$ cat src/rtl/uart_tx_arbiter.sv
// uart_tx_arbiter: round-robin, packet-locked arbiter that feeds one byte at a
// time from four requesters into a single UART transmitter.
// A byte is accepted from the owner, strobed out with tx_en, and tracked
// through the transmitter busy window (with a busy-rise timeout). An optional
// idle gap follows. The owner keeps the grant until the byte flagged as last
// completes; the next arbitration then starts after that owner.

module uart_tx_arbiter #(
   parameter int GAP_CYCLES   = 0,
   parameter int BUSY_TIMEOUT = 4
) (
   input  logic        clk,
   input  logic        rst_n,
   input  logic [3:0]  req_valid,
   input  logic [31:0] req_data,
   input  logic [3:0]  req_last,
   output logic [3:0]  req_ready,
   output logic [3:0]  grant,
   output logic [7:0]  tx_data,
   output logic        tx_en,
   input  logic        tx_busy,
   output logic        tx_err
);

   typedef enum logic [2:0] {
      ST_IDLE      = 3'd0,
      ST_SEND      = 3'd1,
      ST_WAIT_BUSY = 3'd2,
      ST_WAIT_DONE = 3'd3,
      ST_GAP       = 3'd4
   } state_t;

   // Counter widths and terminal values. The busy counter counts every
   // WAIT_BUSY cycle, starting at 0 in the tx_en cycle, so it reaches
   // BUSY_TIMEOUT-1 in the last cycle that is still allowed to see busy rise.
   localparam int BUSY_W = $clog2(BUSY_TIMEOUT) + 1;
   localparam int GAP_W  = $clog2(GAP_CYCLES) + 1;
   localparam logic [BUSY_W-1:0] BUSY_LAST = BUSY_W'(BUSY_TIMEOUT - 1);
   localparam logic [BUSY_W-1:0] BUSY_MAX  = {BUSY_W{1'b1}};
   localparam logic [GAP_W-1:0]  GAP_LAST  = (GAP_CYCLES > 0) ? GAP_W'(GAP_CYCLES - 1) : {GAP_W{1'b0}};
   localparam logic [GAP_W-1:0]  GAP_MAX   = {GAP_W{1'b1}};
   localparam logic              HAS_GAP   = (GAP_CYCLES > 0);

   // Round-robin pick: search starts at last+1 and wraps; at most one bit set.
   function automatic logic [3:0] rr_pick(input logic [3:0] valid, input logic [1:0] last);
      logic [3:0] pick;
      logic       found;
      logic [1:0] idx;
      pick  = 4'b0000;
      found = 1'b0;
      for (int k = 1; k <= 4; k++) begin
         idx = last + k[1:0];
         if (valid[idx] && !found) begin
            pick[idx] = 1'b1;
            found     = 1'b1;
         end
      end
      return pick;
   endfunction

   // Index of a one-hot owner vector (grant is never multi-hot).
   function automatic logic [1:0] onehot_to_idx(input logic [3:0] oh);
      logic [1:0] idx;
      case (oh)
         4'b0001: idx = 2'd0;
         4'b0010: idx = 2'd1;
         4'b0100: idx = 2'd2;
         4'b1000: idx = 2'd3;
         default: idx = 2'd3;
      endcase
      return idx;
   endfunction

   state_t            state_r;
   state_t            state_nxt_s;
   state_t            decide_state_s;
   state_t            after_byte_s;
   logic [3:0]        grant_r;
   logic [1:0]        last_owner_r;
   logic [7:0]        tx_data_r;
   logic              tx_en_r;
   logic              tx_err_r;
   logic              last_r;
   logic [BUSY_W-1:0] busy_cnt_r;
   logic [GAP_W-1:0]  gap_cnt_r;
   logic [3:0]        req_ready_s;
   logic [7:0]        owner_data_s;
   logic              owner_last_s;
   logic              xfer_s;
   logic              timeout_s;
   logic              byte_done_s;
   logic              gap_end_s;
   logic              decide_s;
   logic              release_s;

   assign xfer_s      = (state_r == ST_SEND) & (|(req_valid & grant_r));
   assign timeout_s   = (state_r == ST_WAIT_BUSY) & ~tx_busy & (busy_cnt_r == BUSY_LAST);
   assign byte_done_s = timeout_s | ((state_r == ST_WAIT_DONE) & ~tx_busy);
   assign gap_end_s   = (state_r == ST_GAP) & (gap_cnt_r == GAP_LAST);
   assign decide_s    = (byte_done_s & ~HAS_GAP) | gap_end_s;
   assign release_s   = decide_s & last_r;

   // Select the owner's byte and last flag by AND-OR over the one-hot grant.
   always_comb begin
      owner_data_s = 8'h00;
      owner_last_s = 1'b0;
      for (int k = 0; k < 4; k++) begin
         owner_data_s = owner_data_s | (req_data[8*k +: 8] & {8{grant_r[k]}});
         owner_last_s = owner_last_s | (req_last[k] & grant_r[k]);
      end
   end

   // Where a completed byte leads: straight to the completion decision or via the gap.
   always_comb begin
      decide_state_s = ST_SEND;
      after_byte_s   = ST_GAP;
      if (last_r) begin
         decide_state_s = ST_IDLE;
      end else begin
         decide_state_s = ST_SEND;
      end
      if (HAS_GAP) begin
         after_byte_s = ST_GAP;
      end else begin
         after_byte_s = decide_state_s;
      end
   end

   // FSM state register.
   always_ff @(posedge clk or negedge rst_n) begin
      if (!rst_n) begin
         state_r <= ST_IDLE;
      end else begin
         state_r <= state_nxt_s;
      end
   end

   // FSM next-state logic.
   always_comb begin
      state_nxt_s = state_r;
      case (state_r)
         ST_IDLE: begin
            if (|req_valid) state_nxt_s = ST_SEND;
            else            state_nxt_s = ST_IDLE;
         end
         ST_SEND: begin
            if (xfer_s) state_nxt_s = ST_WAIT_BUSY;
            else        state_nxt_s = ST_SEND;
         end
         ST_WAIT_BUSY: begin
            if (tx_busy)        state_nxt_s = ST_WAIT_DONE;
            else if (timeout_s) state_nxt_s = after_byte_s;
            else                state_nxt_s = ST_WAIT_BUSY;
         end
         ST_WAIT_DONE: begin
            if (!tx_busy) state_nxt_s = after_byte_s;
            else          state_nxt_s = ST_WAIT_DONE;
         end
         ST_GAP: begin
            if (gap_end_s) state_nxt_s = decide_state_s;
            else           state_nxt_s = ST_GAP;
         end
         default: state_nxt_s = ST_IDLE;
      endcase
   end

   // FSM output logic: only the owner sees ready, and only while in SEND.
   always_comb begin
      req_ready_s = 4'b0000;
      if (state_r == ST_SEND) begin
         req_ready_s = grant_r;
      end else begin
         req_ready_s = 4'b0000;
      end
   end

   // Grant and round-robin pointer: arbitrate only in IDLE, release on packet end.
   always_ff @(posedge clk or negedge rst_n) begin
      if (!rst_n) begin
         grant_r      <= 4'b0000;
         last_owner_r <= 2'd3;
      end else if (state_r == ST_IDLE) begin
         grant_r <= rr_pick(req_valid, last_owner_r);
      end else if (release_s) begin
         grant_r      <= 4'b0000;
         last_owner_r <= onehot_to_idx(grant_r);
      end else begin
         grant_r <= grant_r;
      end
   end

   // Transmit datapath: capture the accepted byte and its last flag, strobe tx_en/tx_err.
   always_ff @(posedge clk or negedge rst_n) begin
      if (!rst_n) begin
         tx_data_r <= 8'h00;
         last_r    <= 1'b0;
         tx_en_r   <= 1'b0;
         tx_err_r  <= 1'b0;
      end else begin
         tx_en_r  <= xfer_s;
         tx_err_r <= timeout_s;
         if (xfer_s) begin
            tx_data_r <= owner_data_s;
            last_r    <= owner_last_s;
         end
      end
   end

   // Busy-rise watchdog: cleared on each accepted byte, counts WAIT_BUSY cycles, saturates.
   always_ff @(posedge clk or negedge rst_n) begin
      if (!rst_n) begin
         busy_cnt_r <= {BUSY_W{1'b0}};
      end else if (xfer_s) begin
         busy_cnt_r <= {BUSY_W{1'b0}};
      end else if ((state_r == ST_WAIT_BUSY) && !tx_busy && (busy_cnt_r != BUSY_MAX)) begin
         busy_cnt_r <= busy_cnt_r + BUSY_W'(1);
      end else begin
         busy_cnt_r <= busy_cnt_r;
      end
   end

   // Inter-byte gap timer: zero outside GAP, counts up inside it, saturates.
   always_ff @(posedge clk or negedge rst_n) begin
      if (!rst_n) begin
         gap_cnt_r <= {GAP_W{1'b0}};
      end else if (state_r != ST_GAP) begin
         gap_cnt_r <= {GAP_W{1'b0}};
      end else if (gap_cnt_r != GAP_MAX) begin
         gap_cnt_r <= gap_cnt_r + GAP_W'(1);
      end else begin
         gap_cnt_r <= gap_cnt_r;
      end
   end

   assign req_ready = req_ready_s;
   assign grant     = grant_r;
   assign tx_data   = tx_data_r;
   assign tx_en     = tx_en_r;
   assign tx_err    = tx_err_r;

endmodule

$ cat config.mk
export PLATFORM = sky130hd
export DESIGN_NAME = uart_tx_arbiter
export DESIGN_NICKNAME = d
export VERILOG_FILES = /design/src/rtl/uart_tx_arbiter.sv
export SDC_FILE = /design/constraint.sdc
export NUM_CORES = 1
export LEC_CHECK = 0
export ABC_AREA = 1
export CAP_MARGIN = 20
export CORE_UTILIZATION = 40
export CTS_CLUSTER_DIAMETER = 60
export DETAILED_ROUTE_END_ITERATION = 6
export PLACE_DENSITY = 0.7
export SETUP_SLACK_MARGIN = 0.1
export SYNTH_ARGS = -nofsm -noshare
export SYNTH_HDL_FRONTEND = slang
export SYNTH_SLANG_ARGS = --single-unit
$ cat constraint.sdc
create_clock -name clk -period 2.15 [get_ports clk]
set_input_delay 0.5375 -clock clk [delete_from_list [all_inputs] [get_ports clk]]
set_output_delay 0.5375 -clock clk [all_outputs]
set_load 0.1 [all_outputs]
Word level (Yosys, flattened, before mapping)
Cells that the tools add are included.
{"block": "totals", "in_bits": 43, "output_inout_bits": 18, "reg_bits": 24, "word_cells": 125}
{"block": "op_classes", "n_bitwise": 29, "eq_ne": 10, "mux": 45, "reduce_logical": 19, "magnitude_cmp": 8, "add_sub_neg": 5}
{"cell": "$mux W4", "count": 10}
{"cell": "$and A8 B8 Y8", "count": 4}
{"cell": "$or A8 B8 Y8", "count": 3}
{"cell": "$mux W1", "count": 18}
{"cell": "$pmux W3 S5", "count": 1}
{"cell": "$lt A2 B3 Y1 const B", "count": 4}
{"cell": "$or A4 B4 Y4", "count": 3}
{"cell": "$and A1 B1 Y1", "count": 10}
{"cell": "$eq A3 B2 Y1 const B", "count": 3}
{"cell": "$logic_and A1 B1 Y1", "count": 9}
{"cell": "$mux W3", "count": 3}
{"cell": "$bmux W1 S2", "count": 4}
{"cell": "$demux W1 S2", "count": 4}
{"cell": "$ge A2 B1 Y1 const B", "count": 4}
{"cell": "$mux W2", "count": 4}
{"cell": "$reduce_or A4 Y1", "count": 2}
{"cell": "$ne A3 B3 Y1 const B", "count": 2}
{"cell": "$pmux W2 S3", "count": 1}
{"cell": "$or A1 B1 Y1", "count": 5}
{"cell": "$add A2 B2 Y2 const B", "count": 2}
{"cell": "$and A4 B4 Y4", "count": 1}
{"cell": "$eq A4 B1 Y1 const B", "count": 1}
{"cell": "$eq A4 B2 Y1 const B", "count": 1}
{"cell": "$eq A4 B3 Y1 const B", "count": 1}
{"cell": "10 further kinds", "count": 16}

Logic depth before layout (Yosys ltp)
Gate-level depths: netlist of the first run.
{"block": "depth", "ltp_word": 17, "depth_mapped": 12, "ltp_nobuf": 11}

Least setup slack after synthesis of the first run
No wires, ideal clock.
{"block": "synth_timing", "path_type": "register -> output", "startpoint": "register grant_r[0] (netlist: grant[0])", "endpoint": "output req_ready[0]", "path_buffers": 0, "arrival_time_ps": 2472, "path_slack_ps": -859, "required_time_ps": 1612, "stages_incl_launch_ff": 3, "path_cell_list": "dfrtp_1 -> inv_1 -> nor2_1"}
{"block": "synth_via", "elab_chain_cells": 1}
{"item": "from (decl)", "line_no": "78", "source": "logic [3:0] grant_r;"}
{"item": "from (signal assigned)", "line_no": "183", "source": "grant_r <= rr_pick(req_valid, last_owner_r);"}
{"item": "from (signal assigned)", "line_no": "188", "source": "grant_r <= grant_r;"}
{"item": "$mux W4", "line_no": "170", "source": "if (state_r == ST_SEND) begin"}
{"item": "to (decl)", "line_no": "17", "source": "output logic [3:0] req_ready,"}
No other way between the ends.

Final worst setup path of the first run
{"block": "layout_timing", "startpoint": "register state_r[2]", "endpoint": "output req_ready[3]"}
{"block": "layout_via", "elab_chain_cells": 2}
{"item": "from (decl)", "line_no": "74", "source": "state_t state_r;"}
{"item": "from (signal assigned)", "line_no": "134", "source": "state_r <= state_nxt_s;"}
{"item": "$eq A3 B1 Y1", "line_no": "170"}
{"item": "$mux W4", "line_no": "170"}
No other way between the ends.

==> Flow_metrics.wiki, run 1 <==
{| class="wikitable"
! Metric !! Value
|-
| Result of the run || completed
|-
| Fraction of the cycle the final worst path needs || 0.913
|-
| Final clock skew || ~0.0025 ns
|-
| Net Sw Frac || 0.565
|-
| Number of cells on the worst reg-to-reg path || 11
|-
| Maximum net fanout on the critical path || 4
|-
| Maximum count of clock buffers along a single path || 2
|-
| Ports || 61
|-
| Area added between synthesis and finish || 47.9%
|-
| All-Layer GR Usage || 0.204
|-
| Portion of synthesized cell area occupied by the leading cell type || 0.315
|-
| Pin count of the biggest net entering global routing || 25
|-
| Share of post-route cells with drive strength above 1 || 0.195
|-
| Setup crit end kind || output port
|-
| Final setup violation count || 0
|-
| Ratio of routed vias to standard cells || 5.07
|-
| Number of cells on the worst hold path || 1
|-
| CTS HTree Levels || 1
|-
| Antenna Cells || 0
|-
| Worst IR drop on VDD || 0.828 mV
|-
| Reg2reg setup slack || 0.33 ns
|-
| Type of the most critical hold path || reg2reg
|-
| Clock root buffer || sky130_fd_sc_hd__clkbuf_8
|-
| Most frequent cells in the layout || sky130_fd_sc_hd__nand2_1 (84), sky130_fd_sc_hd__clkdlybuf4s50_1 (42), sky130_fd_sc_hd__nand3_1 (25)
|-
| Number of DRC violations after detailed-routing iteration 0 || 67
|-
| Worst-Skew Late Latency || 0.27 ns
|-
| Worst-margin pin slew || about 0.33 ns
|-
| Endpoint of the worst-slack reg-to-reg timing path || grant[2]
|-
| Height of the die || 68.1 microns
|-
| Detailed-route DRC error count || 0
|-
| Synthesized-area fraction occupied by adder cells || 0.0788
|-
| Total of buffers placed on input and output ports || 60
|-
| Routability congestion estimate || 0.778
|-
| Power share of the clock group || 0.078
|-
| Hold path startpoint || state_r[0]
|-
| Max-slew violation count || 0
|-
| Critical path type || reg2out
|-
| Fin Setup TNS || 0 ns
|-
| RSZ-0062 raised after global routing || yes
|-
| Leakage Power || 1.23 nW
|-
| Count of yosys warnings during synthesis || 0
|-
| Total clock sinks || 24
|-
| Hold worst-path end || state_r[2]
|-
| Inserted Clock Buffers || 3
|-
| Flops & latches, synth || 24
|-
| Parity-gate share of the synthesized area counting xor and xnor cells || 0.00501
|-
| Routed via count || between 1500 and 2000
|-
| Global-route wire length before repair || 7.09 mm
|-
| Final core utilization || 0.632
|-
| Power per standard cell area || 1510 nW/um^2
|-
| Combinational family with the most area after synthesis || simple AND/OR/NAND/NOR gates
|-
| Number of failing hold endpoints at the final stage || 0
|-
| Post-route ant nets || 0
|-
| Clock transition at the registers of the reported paths || 0.08 ns
|-
| Crit path cell chain || nor3_4 -> inv_2 -> nor2_4 -> buf_12
|-
| Power dissipated by switching net loads || 2.20 mW
|-
| Die Wd || about 68 microns
|-
| Count of max-cap constraint violations || 0
|-
| Share of the synthesized area in compound gates (AO/OA/AOI/OAI) || 0.129
|-
| Synth Area per Inst || 7.43 sq um
|-
| Number of antenna violations at the first check in global routing || 0
|-
| Post-synthesis instance area || 1750 sq um
|-
| Minimum period implied by the final worst setup slack || roughly 2 ns
|-
| Final #Nets || around 350
|-
| Relative contribution of sequential cells to total power || 0.217
|-
| Combinational share of power || 0.706
|-
| Average wire per standard cell || 13.0 microns
|-
| Endpoint required time on the critical path || around 1.6 ns
|-
| Total wirelength of the detailed-routed design || between 4 and 5 mm
|-
| DR pass1 iterations || 4
|-
| Gate count of the mapped netlist || 235
|-
| Starting density of the core || 0.427
|-
| Cell variety after synth || 32
|-
| Filler cell count || 378
|-
| Max frequency || 0.509 GHz
|-
| Commonest non-fill, non-tap cell in the layout || sky130_fd_sc_hd__nand2_1
|-
| Area of the die || 4630 sq um
|-
| Cell accounting for the most synthesized area || sky130_fd_sc_hd__dfrtp_1
|-
| Area of the core || 4090 sq um
|-
| Crit path arrival time || between 1 and 1.5 ns
|-
| Internal power summed over all cells || 1.69 mW
|-
| Share of cell area taken by muxes after synthesis || 0
|-
| Gr ovfl total || 0
|-
| Portion of the post-synthesis area used by sequential elements || 0.345
|-
| Half-perimeter wire length after detailed placement || 3.42 mm
|-
| Reg-to-reg critical path startpoint || last_owner_r[1]
|-
| Worst rel slew slack || 0.781
|-
| Post-Synth Simple-Gate Area || 0.357
|-
| Via count of the first global-routing pass || 1577
|-
| CTS tree || built
|-
| Synthesized net count || 289
|-
| Cell with the largest stage delay on the worst path || sky130_fd_sc_hd__dfrtp_1
|-
| Dominant cells by area after synthesis || sky130_fd_sc_hd__dfrtp_1 (32%), sky130_fd_sc_hd__nand2_1 (18%), sky130_fd_sc_hd__ha_1 (7.9%), sky130_fd_sc_hd__nand3_1 (7.2%), sky130_fd_sc_hd__inv_1 (4.9%)
|-
| Max incr delay on CP || about 0.46 ns
|-
| Kind of launch point of the worst setup path || register
|-
| Placement row count || 23
|}
## power by group through the flow
stage	Clock [mW]	Sequential (mW)	Combinational, mW
floorplan	0	1.43	1.37
global placement	0	0.852	2.65
detailed placement	0	0.857	2.67
CTS	0.314	0.855	2.69
global route	0.332	0.867	2.97
finish	0.303	0.844	2.75
## metal layers
metal,track usage,share of wire,vias to the layer above
met5,0,0,-
met2,0.347,0.51,41
met3,0.0367,0.032,5
met4,0.0469,0.0093,0
met1,0.266,0.45,811
li1,-,-,902
## layout make-up
cell class,count,area [sq um],area share
multi-input cells,177,1040,0.404
repair buffers,65,706,0.273
flip-flops and latches,24,609,0.236
inverters,27,106,0.0412
well taps,50,62.6,0.0242
clock buffers,4,55.1,0.0213
## cell usage after synthesis, drive strengths merged
cell,number
nand2,88
dfstp,2
ha,11
a21oi,5
inv,27
nand3,28
nor3,3
nand4,1
nor4,1
buf,3
o22ai,2
o211ai,3
a22oi,1
xor2,1
dfrtp,22
nor2,9
clkbuf,4
o21ai,14
nand3b,1
a221oi,9
## worst max-delay path: cells and delay by family (launching register included)
| family | cells | cell delay (ns) |
|---|---|---|
| DFF | 1 | 0.46 |
| buffers and inverters | 2 | 0.32 |
| and+or+nand+nor | 2 | 0.38 |
## kinds of logic after synthesis
group	after synthesis
simple gates	131
compound gates	34
buf+inv	34
flops	24
fa+ha+maj	11
xor+xnor	1
## registers in the layout, summed over array words and instances (netlist names)
name          count
tx_err            1
tx_data           8
busy_cnt_r        3
tx_en             1
last_r            1
grant             4
last_owner_r      2
state_r           3
gap_cnt_r         1
## timing repair
item | in CTS | in global routing
setup endpoints to repair | 4 | 6
buffers inserted | 0 | 1
hold buffers | 0 | 0
pin swaps | 0 | 1
endpoints found under the hold margin | 0 | 0
gates resized for setup | 3 | 1
## how the worst max path moves through the flow
stage,startpoint,to,slack (ns),cells after the start
after floorplan,grant[0],req_ready[0],0.19,2
after global placement,req_valid[1],busy_cnt_r[2],0.23,7
after detailed placement,req_valid[1],busy_cnt_r[2],0.17,7
after CTS,state_r[1],req_ready[3],0.13,4
after global routing,state_r[2],req_ready[0],0.1,4
final,state_r[2],req_ready[3],0.19,4
## per-stage QoR
stage                     instances  hold WS (ns)  setup WS [ns]  power [mW]  area [sq um]
after floorplan                 235         0.242          0.191        2.81          1780
after global routing            347         0.480         0.0996        4.17          2580
final                           347         0.480          0.187        3.90          2580
after global placement          342         0.466          0.228        3.50          2500
after detailed placement        342         0.474          0.167        3.52          2500
after CTS                       346         0.495          0.126        3.86          2560
Power figures use the tool's default switching activity.
==> run 2: changes to the inputs <==
==> constraint.sdc (replaced) <==
create_clock -name clk -period 2.5 [get_ports clk]
set_input_delay 0.25 -clock clk [delete_from_list [all_inputs] [get_ports clk]]
set_output_delay 0.25 -clock clk [all_outputs]
set_load 0.1 [all_outputs]
==> run 2 against run 1 <==
Cell count down 0.86%. Non-clock buffer count down 3. Register-to-register slack better by 0.14 ns. Clock-buffer cell count down 1. Total power down 19%. Clock skew up 0.0027 ns. Highest routed layer unchanged. Flip-flop and latch count unchanged. Wire length down 5.3%. Via count down 2.6%.
==> Flow_metrics.wiki, run 2 (synthesis gave the netlist of run 1 again) <==
{| class="wikitable"
! Metric !! Value
|-
| Max incr delay on CP || 0.70 ns (+0.24 ns)
|-
| Number of DRC violations after detailed-routing iteration 0 || 65 (-3.0%)
|-
| Minimum period implied by the final worst setup slack || between 2 and 2.5 ns
|-
| Max frequency || 0.492 GHz
|-
| Final cell area excluding filler cells || 2420 sq um (-6.3%)
|-
| Post-placement cell area || 2350 sq um (-6.1%)
|-
| Maximum net fanout on the critical path || 12 (+8)
|-
| Post-route ant nets || 0 (unchanged)
|-
| Number of flip-flops under the largest register name || 8 (unchanged)
|-
| Worst rel slew slack || 0.702 (-0.0790)
|-
| Routed via count || 1714 (-2.6%)
|-
| CTS-repair resized insts || 0 (-3)
|-
| Placement row count || 23 (unchanged)
|-
| CP Launch Point || last_owner_r[0]
|-
| Power per standard cell area || 1300 nW/um^2 (-14%)
|-
| Cell with the largest stage delay on the worst path || sky130_fd_sc_hd__dfstp_2
|-
| Clock transition at the registers of the reported paths || 0.09 ns (about the same)
|-
| Height of the die || 68.1 microns (unchanged)
|-
| Critical path type || reg2reg
|-
| Half-perimeter wire length after detailed placement || 3.28 mm (-3.9%)
|-
| RSZ-0062 raised after global routing || no
|-
| Final clock skew || 0.00518 ns (+0.00265 ns)
|-
| Worst IR drop on VDD || 0.716 mV (-13%)
|-
| Worst-margin pin slew || 0.447 ns (+0.118 ns)
|-
| Endpoint required time on the critical path || 2.71 ns (+1.10 ns)
|-
| Reg-to-reg critical path startpoint || last_owner_r[0]
|-
| Antenna Cells || 0 (unchanged)
|-
| Average wire per standard cell || 12.4 microns (-4.5%)
|-
| Post-Place Worst Slack || 0.504 ns (+0.337 ns)
|-
| Detailed-route DRC error count || 0 (unchanged)
|-
| Pin count of the biggest net entering global routing || 25 (unchanged)
|-
| Ratio of routed vias to standard cells || 4.98 (-1.7%)
|-
| Crit-path most repeated cell || sky130_fd_sc_hd__nand2_1
|-
| Total of buffers placed on input and output ports || 60 (unchanged)
|-
| Number of buffers inserted by post-CTS setup repair || 0 (unchanged)
|-
| Kind of launch point of the worst setup path || register
|-
| All-Layer GR Usage || 0.197 (-0.00727)
|-
| Crit path cell chain || inv_6 -> ha_1 -> inv_1 -> nand3_2 -> nand2_4 -> nand2_4 -> nor2_4 -> nand2_1 -> nand3_1 -> nand2_1 -> nand2_1
|-
| Crit path arrival time || 2.24 ns (+0.81 ns)
|-
| Global-route wire length before repair || 6.74 mm (-4.9%)
|-
| Total wirelength of the detailed-routed design || 4.28 mm (-5.3%)
|-
| Routability congestion estimate || 0.853 (+9.7%)
|-
| Maximum count of clock buffers along a single path || 2 (unchanged)
|-
| Worst-Skew Late Latency || 0.27 ns (about the same)
|-
| Max-slew violation count || 0 (unchanged)
|-
| Filler cell count || 366 (-3.2%)
|-
| Fraction of the cycle the final worst path needs || 0.813
|-
| Most frequent cells in the layout || sky130_fd_sc_hd__nand2_1 (84), sky130_fd_sc_hd__clkdlybuf4s50_1 (42), sky130_fd_sc_hd__nand3_1 (25)
|-
| CTS tree || built
|-
| Share of post-route cells with drive strength above 1 || 0.163 (-0.0320)
|-
| Area added between synthesis and finish || 38.5%
|-
| Clock root buffer || sky130_fd_sc_hd__clkbuf_8
|-
| Type of the most critical hold path || in2async
|-
| Reg2reg setup slack || 0.47 ns (+0.14 ns)
|-
| DR pass1 iterations || 4 (unchanged)
|-
| CTS HTree Levels || 1 (unchanged)
|-
| Fin Setup TNS || 0 ns (unchanged)
|-
| Final #Nets || 349 (-0.85%)
|-
| Total clock sinks || 24 (unchanged)
|-
| Final setup violation count || 0 (unchanged)
|-
| Setup ws final || 0.468 ns (+0.281 ns)
|-
| Leakage Power || 1.19 nW (-2.9%)
|-
| Family of cells with the greatest summed delay on the critical path || simple AND/OR/NAND/NOR gates
|-
| Number of antenna violations at the first check in global routing || 0 (unchanged)
|-
| Die Wd || 68.1 microns (unchanged)
|-
| Number of failing hold endpoints at the final stage || 0 (unchanged)
|-
| Hold Buf Count CTS || 0 (unchanged)
|-
| Gr ovfl total || 0 (unchanged)
|-
| Setup crit end kind || register
|-
| Area of the die || 4630 sq um (unchanged)
|-
| Commonest non-fill, non-tap cell in the layout || sky130_fd_sc_hd__nand2_1
|-
| Count of max-cap constraint violations || 0 (unchanged)
|-
| Inserted Clock Buffers || 3 (unchanged)
|-
| Total buffers and inverters traversed by the critical path || 2 (unchanged)
|-
| Result of the run || completed
|-
| Via count of the first global-routing pass || 1484 (-5.9%)
|-
| Starting density of the core || 0.427 (unchanged)
|-
| Area of the core || 4090 sq um (unchanged)
|-
| Ports || 61 (unchanged)
|}
run 2: cell count changes in the layout (fill, tap and decap cells not counted):
cell                        change
sky130_fd_sc_hd__buf_4          +6
sky130_fd_sc_hd__buf_12         -9
sky130_fd_sc_hd__clkbuf_8       -1
sky130_fd_sc_hd__inv_2          -1
sky130_fd_sc_hd__bufinv_16      +1
sky130_fd_sc_hd__ha_4           -1
sky130_fd_sc_hd__nor3_4         -1
sky130_fd_sc_hd__dfrtp_2        -5
sky130_fd_sc_hd__dfrtp_1        +5
sky130_fd_sc_hd__nor2_4         -4
sky130_fd_sc_hd__ha_1           +1
sky130_fd_sc_hd__inv_1          +1
sky130_fd_sc_hd__nor3_2         +1
sky130_fd_sc_hd__nor2_2         +4
run 2: worst register-to-register path: cells and delay by family (launching register included):
kind | cells | cell delay, ns
adders and majority gates | 1 | 0.37
and+or+nand+nor | 8 | 0.71
DFF | 1 | 0.70
buffers and inverters | 2 | 0.21
run 2: worst paths after layout:
| check | end | cells past startpoint |
|---|---|---|
| min in group clk | tx_data[5] | 2 |
| worst max-delay path | grant[3] | 11 |
| worst min register to register | tx_data[5] | 2 |
| worst max register to register | grant[3] | 11 |
| worst min-delay path | state_r[1] | 2 |
| max in group asynchronous | last_owner_r[1] | 2 |
run 2: cell type report:
type                    count  area (sq um)  area share
clock buffers               3          41.3      0.0171
flip-flops and latches     24           603       0.249
repair buffers             62           571       0.236
clock inverters             1          30.0      0.0124
well taps                  50          62.6      0.0259
multi-input cells         177          1000       0.415
inverters                  27           106      0.0440
run 2: where the power goes:
part           internal (mW)  switching, mW  total (mW)
Clock                  0.214          0.128       0.342
Sequential             0.536          0.203       0.739
Combinational          0.595           1.48        2.07
Total                   1.34           1.81        3.15
run 2: stage by stage:
stage	power, mW	std cells	hold WS [ns]	utilization
finish	3.15	344	0.353	0.592
CTS	3.17	344	0.364	0.592
detailed placement	2.82	340	0.475	0.574
global route	3.38	344	0.380	0.592
global placement	2.80	340	0.467	0.574
floorplan	2.38	235	-0.0456	-
run 2: layer usage:
metal / global-route usage / wire (microns) / vias up / share of wire
li1: - / - / 890 / -
met1: 0.268 / 1910 / 765 / 0.45
met2: 0.317 / 2130 / 55 / 0.50
met3: 0.0367 / 202 / 4 / 0.047
met4: 0.0469 / 28 / 0 / 0.0065
met5: 0 / 0 / - / 0
==> run 3: changes to the inputs <==
clock period = 2 ns   (was 2.5 ns; I/O delays follow)
==> run 3 against run 2 <==
First-iteration DRC count is 26% higher. Clock-buffer cell count is 1 higher. Maximum frequency is 13% higher. Global-route usage is 0.49 points lower. Clock skew is 0.0020 ns lower. Via count is 1.9% higher. Largest power group unchanged.
==> Flow_metrics.wiki, run 3 (synthesis gave the netlist of run 1 again) <==
{| class="wikitable"
! Metric !! Value
|-
| Number of DRC violations after detailed-routing iteration 0 || 82 (+26%)
|-
| CTS HTree Levels || 1 (unchanged)
|-
| Result of the run || completed
|-
| Starting density of the core || 0.427 (unchanged)
|-
| Endpoint of the worst-slack reg-to-reg timing path || grant[3]
|-
| Via count of the first global-routing pass || 1509 (+1.7%)
|-
| All-Layer GR Usage || 0.192 (-0.00490)
|-
| Worst-margin pin slew || 0.790 ns (+0.342 ns)
|-
| Fraction of the cycle the final worst path needs || 0.898 (+0.0852)
|-
| Power per standard cell area || 1590 nW/um^2 (+22%)
|-
| Maximum count of clock buffers along a single path || 2 (unchanged)
|-
| Total design power || 4.02 mW (+28%)
|-
| Leakage Power || 1.22 nW (+2.5%)
|-
| CTS tree || built
|-
| Worst Hold Margin || 0.298 ns (-0.0546 ns)
|-
| Inserted Clock Buffers || 3 (unchanged)
|-
| Crit path cell chain || inv_6 -> ha_4 -> inv_1 -> nand3_2 -> nand2_4 -> nand2_4 -> nor2_4 -> nand2_1 -> nand3_1 -> nand2_1 -> nand2_1
|-
| Setup crit end kind || register
|-
| Area added between synthesis and finish || 45.0%
|-
| Post-Place Worst Slack || 0.115 ns (-0.389 ns)
|-
| Family of cells with the greatest summed delay on the critical path || simple AND/OR/NAND/NOR gates
|-
| Total of buffers placed on input and output ports || 60 (unchanged)
|-
| Number of flip-flops under the largest register name || 8 (unchanged)
|-
| Routability congestion estimate || 0.861 (+0.89%)
|-
| Final cell area excluding filler cells || 2530 sq um (+4.7%)
|-
| Gr ovfl total || 0 (unchanged)
|-
| Fin Setup TNS || 0 ns (unchanged)
|-
| Max frequency || 0.557 GHz (+13%)
|-
| Count of placed standard cells in the final layout, fillers left out || 351 (+2.0%)
|-
| Setup ws final || 0.204 ns (-0.264 ns)
|-
| Final setup violation count || 0 (unchanged)
|-
| Number of failing hold endpoints at the final stage || 0 (unchanged)
|-
| Number of cells on the critical path || 11 (unchanged)
|-
| Routed via count || 1746 (+1.9%)
|-
| Height of the die || 68.1 microns (unchanged)
|-
| Number of antenna violations at the first check in global routing || 0 (unchanged)
|-
| Antenna Cells || 0 (unchanged)
|-
| Area of the core || 4090 sq um (unchanged)
|-
| Maximum net fanout on the critical path || 10 (-2)
|-
| Ratio of routed vias to standard cells || 4.97 (-0.16%)
|-
| Reg2reg setup slack || 0.20 ns (-0.26 ns)
|-
| Ports || 61 (unchanged)
|-
| Crit-path most repeated cell || sky130_fd_sc_hd__nand2_1
|-
| Crit path arrival time || 1.99 ns (-0.25 ns)
|-
| Commonest non-fill, non-tap cell in the layout || sky130_fd_sc_hd__nand2_1
|-
| Global-route wire length before repair || 6.79 mm (+0.71%)
|-
| Number of cells on the worst reg-to-reg path || 11 (unchanged)
|-
| Worst rel slew slack || 0.473 (-0.228)
|-
| Total clock sinks || 24 (unchanged)
|-
| Kind of launch point of the worst setup path || register
|-
| Worst IR drop on VDD || 0.830 mV (+16%)
|-
| DR pass1 iterations || 7 (+3)
|-
| Post-placement cell area || 2470 sq um (+5.4%)
|-
| Endpoint required time on the critical path || 2.20 ns (-0.51 ns)
|-
| Clock root buffer || sky130_fd_sc_hd__clkbuf_8
|-
| Most frequent cells in the layout || sky130_fd_sc_hd__nand2_1 (84), sky130_fd_sc_hd__clkdlybuf4s50_1 (42), sky130_fd_sc_hd__nand3_1 (25)
|-
| Critical path type || reg2reg
|-
| Post-route ant nets || 0 (unchanged)
|-
| Die Wd || 68.1 microns (unchanged)
|-
| Half-perimeter wire length after detailed placement || 3.38 mm (+3.0%)
|-
| Placement row count || 23 (unchanged)
|-
| Pin count of the biggest net entering global routing || 25 (unchanged)
|-
| Filler cell count || 396 (+8.2%)
|-
| Minimum period implied by the final worst setup slack || 1.80 ns (-0.236 ns)
|-
| Total buffers and inverters traversed by the critical path || 2 (unchanged)
|-
| Final core utilization || 0.620 (+0.0279)
|-
| Max-slew violation count || 0 (unchanged)
|-
| Count of max-cap constraint violations || 0 (unchanged)
|-
| Post-placement cell count || 347 (+2.1%)
|-
| Final #Nets || 356 (+2.0%)
|-
| Type of the most critical hold path || in2async
|-
| Detailed-route DRC error count || 0 (unchanged)
|-
| Endpoint of the worst setup timing path || grant[3]
|-
| Reg-to-reg critical path startpoint || last_owner_r[0]
|-
| Share of post-route cells with drive strength above 1 || 0.196 (+0.0327)
|-
| Clock transition at the registers of the reported paths || 0.08 ns (about the same)
|-
| Cell with the largest stage delay on the worst path || sky130_fd_sc_hd__dfstp_2
|-
| CP Launch Point || last_owner_r[0]
|-
| RSZ-0062 raised after global routing || no
|-
| Total wirelength of the detailed-routed design || 4.29 mm (+0.30%)
|-
| Area of the die || 4630 sq um (unchanged)
|-
| Max incr delay on CP || 0.57 ns (-0.13 ns)
|-
| Average wire per standard cell || 12.2 microns (-1.7%)
|-
| Final clock skew || 0.00316 ns (-0.00202 ns)
|-
| Worst-Skew Late Latency || 0.26 ns (about the same)
|}
-- run 3: cell types whose count changed in the layout (fill, tap and decap cells not counted) --
cell,change
sky130_fd_sc_hd__ha_4,+1
sky130_fd_sc_hd__nor2_2,-4
sky130_fd_sc_hd__nor2_4,+4
sky130_fd_sc_hd__bufinv_16,-1
sky130_fd_sc_hd__buf_4,+3
sky130_fd_sc_hd__clkbuf_1,+1
sky130_fd_sc_hd__buf_12,+4
sky130_fd_sc_hd__ha_1,-1
sky130_fd_sc_hd__dfrtp_1,-4
sky130_fd_sc_hd__dfrtp_2,+4
-- run 3: layer usage --
| layer | vias to the layer above | GRT usage | share of wire |
|---|---|---|---|
| met5 | - | 0 | 0 |
| met4 | 0 | 0.0286 | 0.0049 |
| met3 | 2 | 0.0300 | 0.035 |
| met2 | 41 | 0.336 | 0.50 |
| met1 | 794 | 0.250 | 0.46 |
| li1 | 909 | - | - |
-- run 3: layout make-up --
| type | count | area [sq um] | share of cell area |
|---|---|---|---|
| Clock buffer | 4 | 45.0 | 0.0178 |
| Tap cell | 50 | 62.6 | 0.0247 |
| Multi-Input combinational cell | 177 | 1040 | 0.410 |
| Sequential cell | 24 | 608 | 0.240 |
| Timing Repair Buffer | 69 | 673 | 0.266 |
| Inverter | 27 | 106 | 0.0420 |
-- run 3: what timing repair did --
action | CTS | global route
resized for setup | 1 | 0
setup buffers | 0 | 0
endpoints found under the setup margin | 2 | 0
hold buffers | 0 | 0
-- run 3: how the worst min path moves through the flow --
stage                          start             to  slack, ns  cells past startpoint
after floorplan                rst_n  busy_cnt_r[0]       -0.1                      0
after global placement    tx_data[4]     tx_data[4]       0.47                      2
after detailed placement  tx_data[4]     tx_data[4]       0.47                      2
after CTS                      rst_n     state_r[2]       0.30                      2
after global routing           rst_n         last_r       0.33                      2
final                          rst_n     state_r[2]       0.30                      2
-- run 3: power by group --
group / switching [mW] / internal [mW]
registers: 0.174 / 0.675
clock network: 0.140 / 0.142
logic: 2.00 / 0.892
total: 2.31 / 1.71
==> RTL change, RTL diff (flow settings as in run 1) <==
The parameter `BUSY_TIMEOUT` goes from 4 to 8.
--- a/src/rtl/uart_tx_arbiter.sv
+++ b/src/rtl/uart_tx_arbiter.sv
@@ -7,7 +7,7 @@
 
 module uart_tx_arbiter #(
    parameter int GAP_CYCLES   = 0,
-   parameter int BUSY_TIMEOUT = 4
+   parameter int BUSY_TIMEOUT = 8
 ) (
    input  logic        clk,
    input  logic        rst_n,
Formal check against the unedited RTL: not equivalent (a bounded check fails within 10 cycles, from zero or initial values and one cycle with rst_n low).
==> RTL change against run 1 <==
- design area up 0.15%
- sequential cell count up 1
- count of clock-buffer cells in the layout unchanged
- register-to-register slack worse by 0.02 ns
- power down 2.4%
- die area up 1.9%
- synthesized area up 2.0%
- hold slack better by 0.0087 ns
- worst setup slack better by 0.012 ns
- largest power group unchanged
- critical path type unchanged
- routed wire length down 1.7%
- clock skew up 0.0044 ns
==> RTL change: results (changes against run 1) <==
| Item | Value | Delta |
|---|---|---|
| Worst reg-to-reg setup slack | 0.31 ns | -0.02 ns |
| Layout cells sized above 1 | 18.8% | -0.70 points |
| Top area cells in the synthesized netlist | sky130_fd_sc_hd__dfrtp_1 (32%), sky130_fd_sc_hd__nand2_1 (17%), sky130_fd_sc_hd__nand3_1 (8.1%) |  |
| Post-route met1 wirelength | 2.00 mm | -1.9% |
| Met3 Track Usage GR | 3.62% | -0.048 points |
| Final clock skew | 0.00697 ns | +0.00445 ns |
| Mean number of vias per cell | 5.08 | +0.29% |
| Highest-delay cell along the critical path | sky130_fd_sc_hd__dfrtp_1 |  |
| Worst Path Arrival | 1.41 ns | -0.02 ns |
| First-pass GRT wire length | 7.07 mm | -0.30% |
| Post-synth top cells | sky130_fd_sc_hd__nand2_1 (83), sky130_fd_sc_hd__nand3_1 (29), sky130_fd_sc_hd__inv_1 (28) |  |
| Core area | 0.00414 sq mm | +1.4% |
| Worst vdd rail ir drop | 1.09 mV | +32% |
| Worst Path Max Fanout | 6 | +2 |
| Global Route met1 Usage | 25.1% | -1.4 points |
| Hold Crit Depth | 2 | +1 |
| Via count of the first global-routing pass | 1,556 | -1.3% |
| Worst-Margin Slew | 0.322 ns | -0.00669 ns |
| Post-placement worst setup slack | 0.159 ns | -0.00806 ns |
| Instance area at placement | 0.00254 sq mm | +1.5% |
| Mean area per synthesized cell | 7.24 sq um | -2.6% |
| Estimated wirelength of the detail-placed design | 3.44 mm | +0.79% |
| Number of placed instances with taps included | 354 | +3.5% |
| Leak | 1.25 nW | +1.7% |
| Number of standard cells in the layout, taps in and fillers out | 358 | +3.2% |
| PwrDens | 1470 mW/mm^2 | -2.5% |
| Sum of routed wire length over all layers | 4.44 mm | -1.7% |
| Drt first-iter violations | 77 | +15% |
| Pin count of the biggest net entering global routing | 26 | +4.0% |
| Post-route worst hold slack | 0.489 ns | +0.00874 ns |
| Max Fclk | 513 MHz | +0.61% |
| Routability cong. | 0.893 | +15% |
| Result of the run | finished clean |  |
| Count of distinct cell types in the synthesized netlist | 30 | -6.3% |
| Routed wl met3 | 179 um | +25% |
| Register area share after synthesis | 35.3% | +0.73 points |
| Synthesized Nets | 298 | +3.1% |
[RTL change: changes by cell type after synthesis, moves of 2 or more]
cell,run 1,this run
sky130_fd_sc_hd__a21oi_1,5,3
sky130_fd_sc_hd__ha_1,11,9
sky130_fd_sc_hd__inv_1,23,28
sky130_fd_sc_hd__nand2_2,1,3
sky130_fd_sc_hd__nand3_1,25,29
sky130_fd_sc_hd__nor2_1,7,9
sky130_fd_sc_hd__nor3_1,0,4
sky130_fd_sc_hd__o21ai_0,8,10
sky130_fd_sc_hd__o21ai_1,5,1
sky130_fd_sc_hd__o21ai_2,1,4
[RTL change: layout make-up]
cell class,instances,area share (%)
Clock buffer,4,1.74
Multi-Input combinational cell,183,40.0
Inverter,31,4.60
Timing Repair Buffer,65,26.8
Sequential cell,25,24.5
Tap cell,50,2.42
[RTL change: where the power goes]
part | switching, mW | internal, mW | total, mW
logic | 1.81 | 0.849 | 2.66
registers | 0.228 | 0.642 | 0.870
clock network | 0.138 | 0.132 | 0.270
total | 2.18 | 1.62 | 3.80
[RTL change: final timing paths]
check | start | endpoint
worst max-delay path | state_r[0] | req_ready[3]
worst min-delay path | tx_data[1] | tx_data[1]
worst max register to register | last_owner_r[0] | grant[2]
worst min register to register | tx_data[1] | tx_data[1]
max in group asynchronous | rst_n | last_owner_r[1]
min in group asynchronous | rst_n | state_r[2]
[RTL change: kinds of logic after synthesis]
logic type | share of synthesized area, %
compound gates | 12.8
buf+inv | 8.71
simple gates | 36.4
fa+ha+maj | 6.32
xor+xnor | 0.492
flops | 35.3
[RTL change: timing repair]
item / CTS / global route
gates resized for setup: 2 / 0
setup endpoints to repair: 4 / 0
setup buffers: 0 / 0
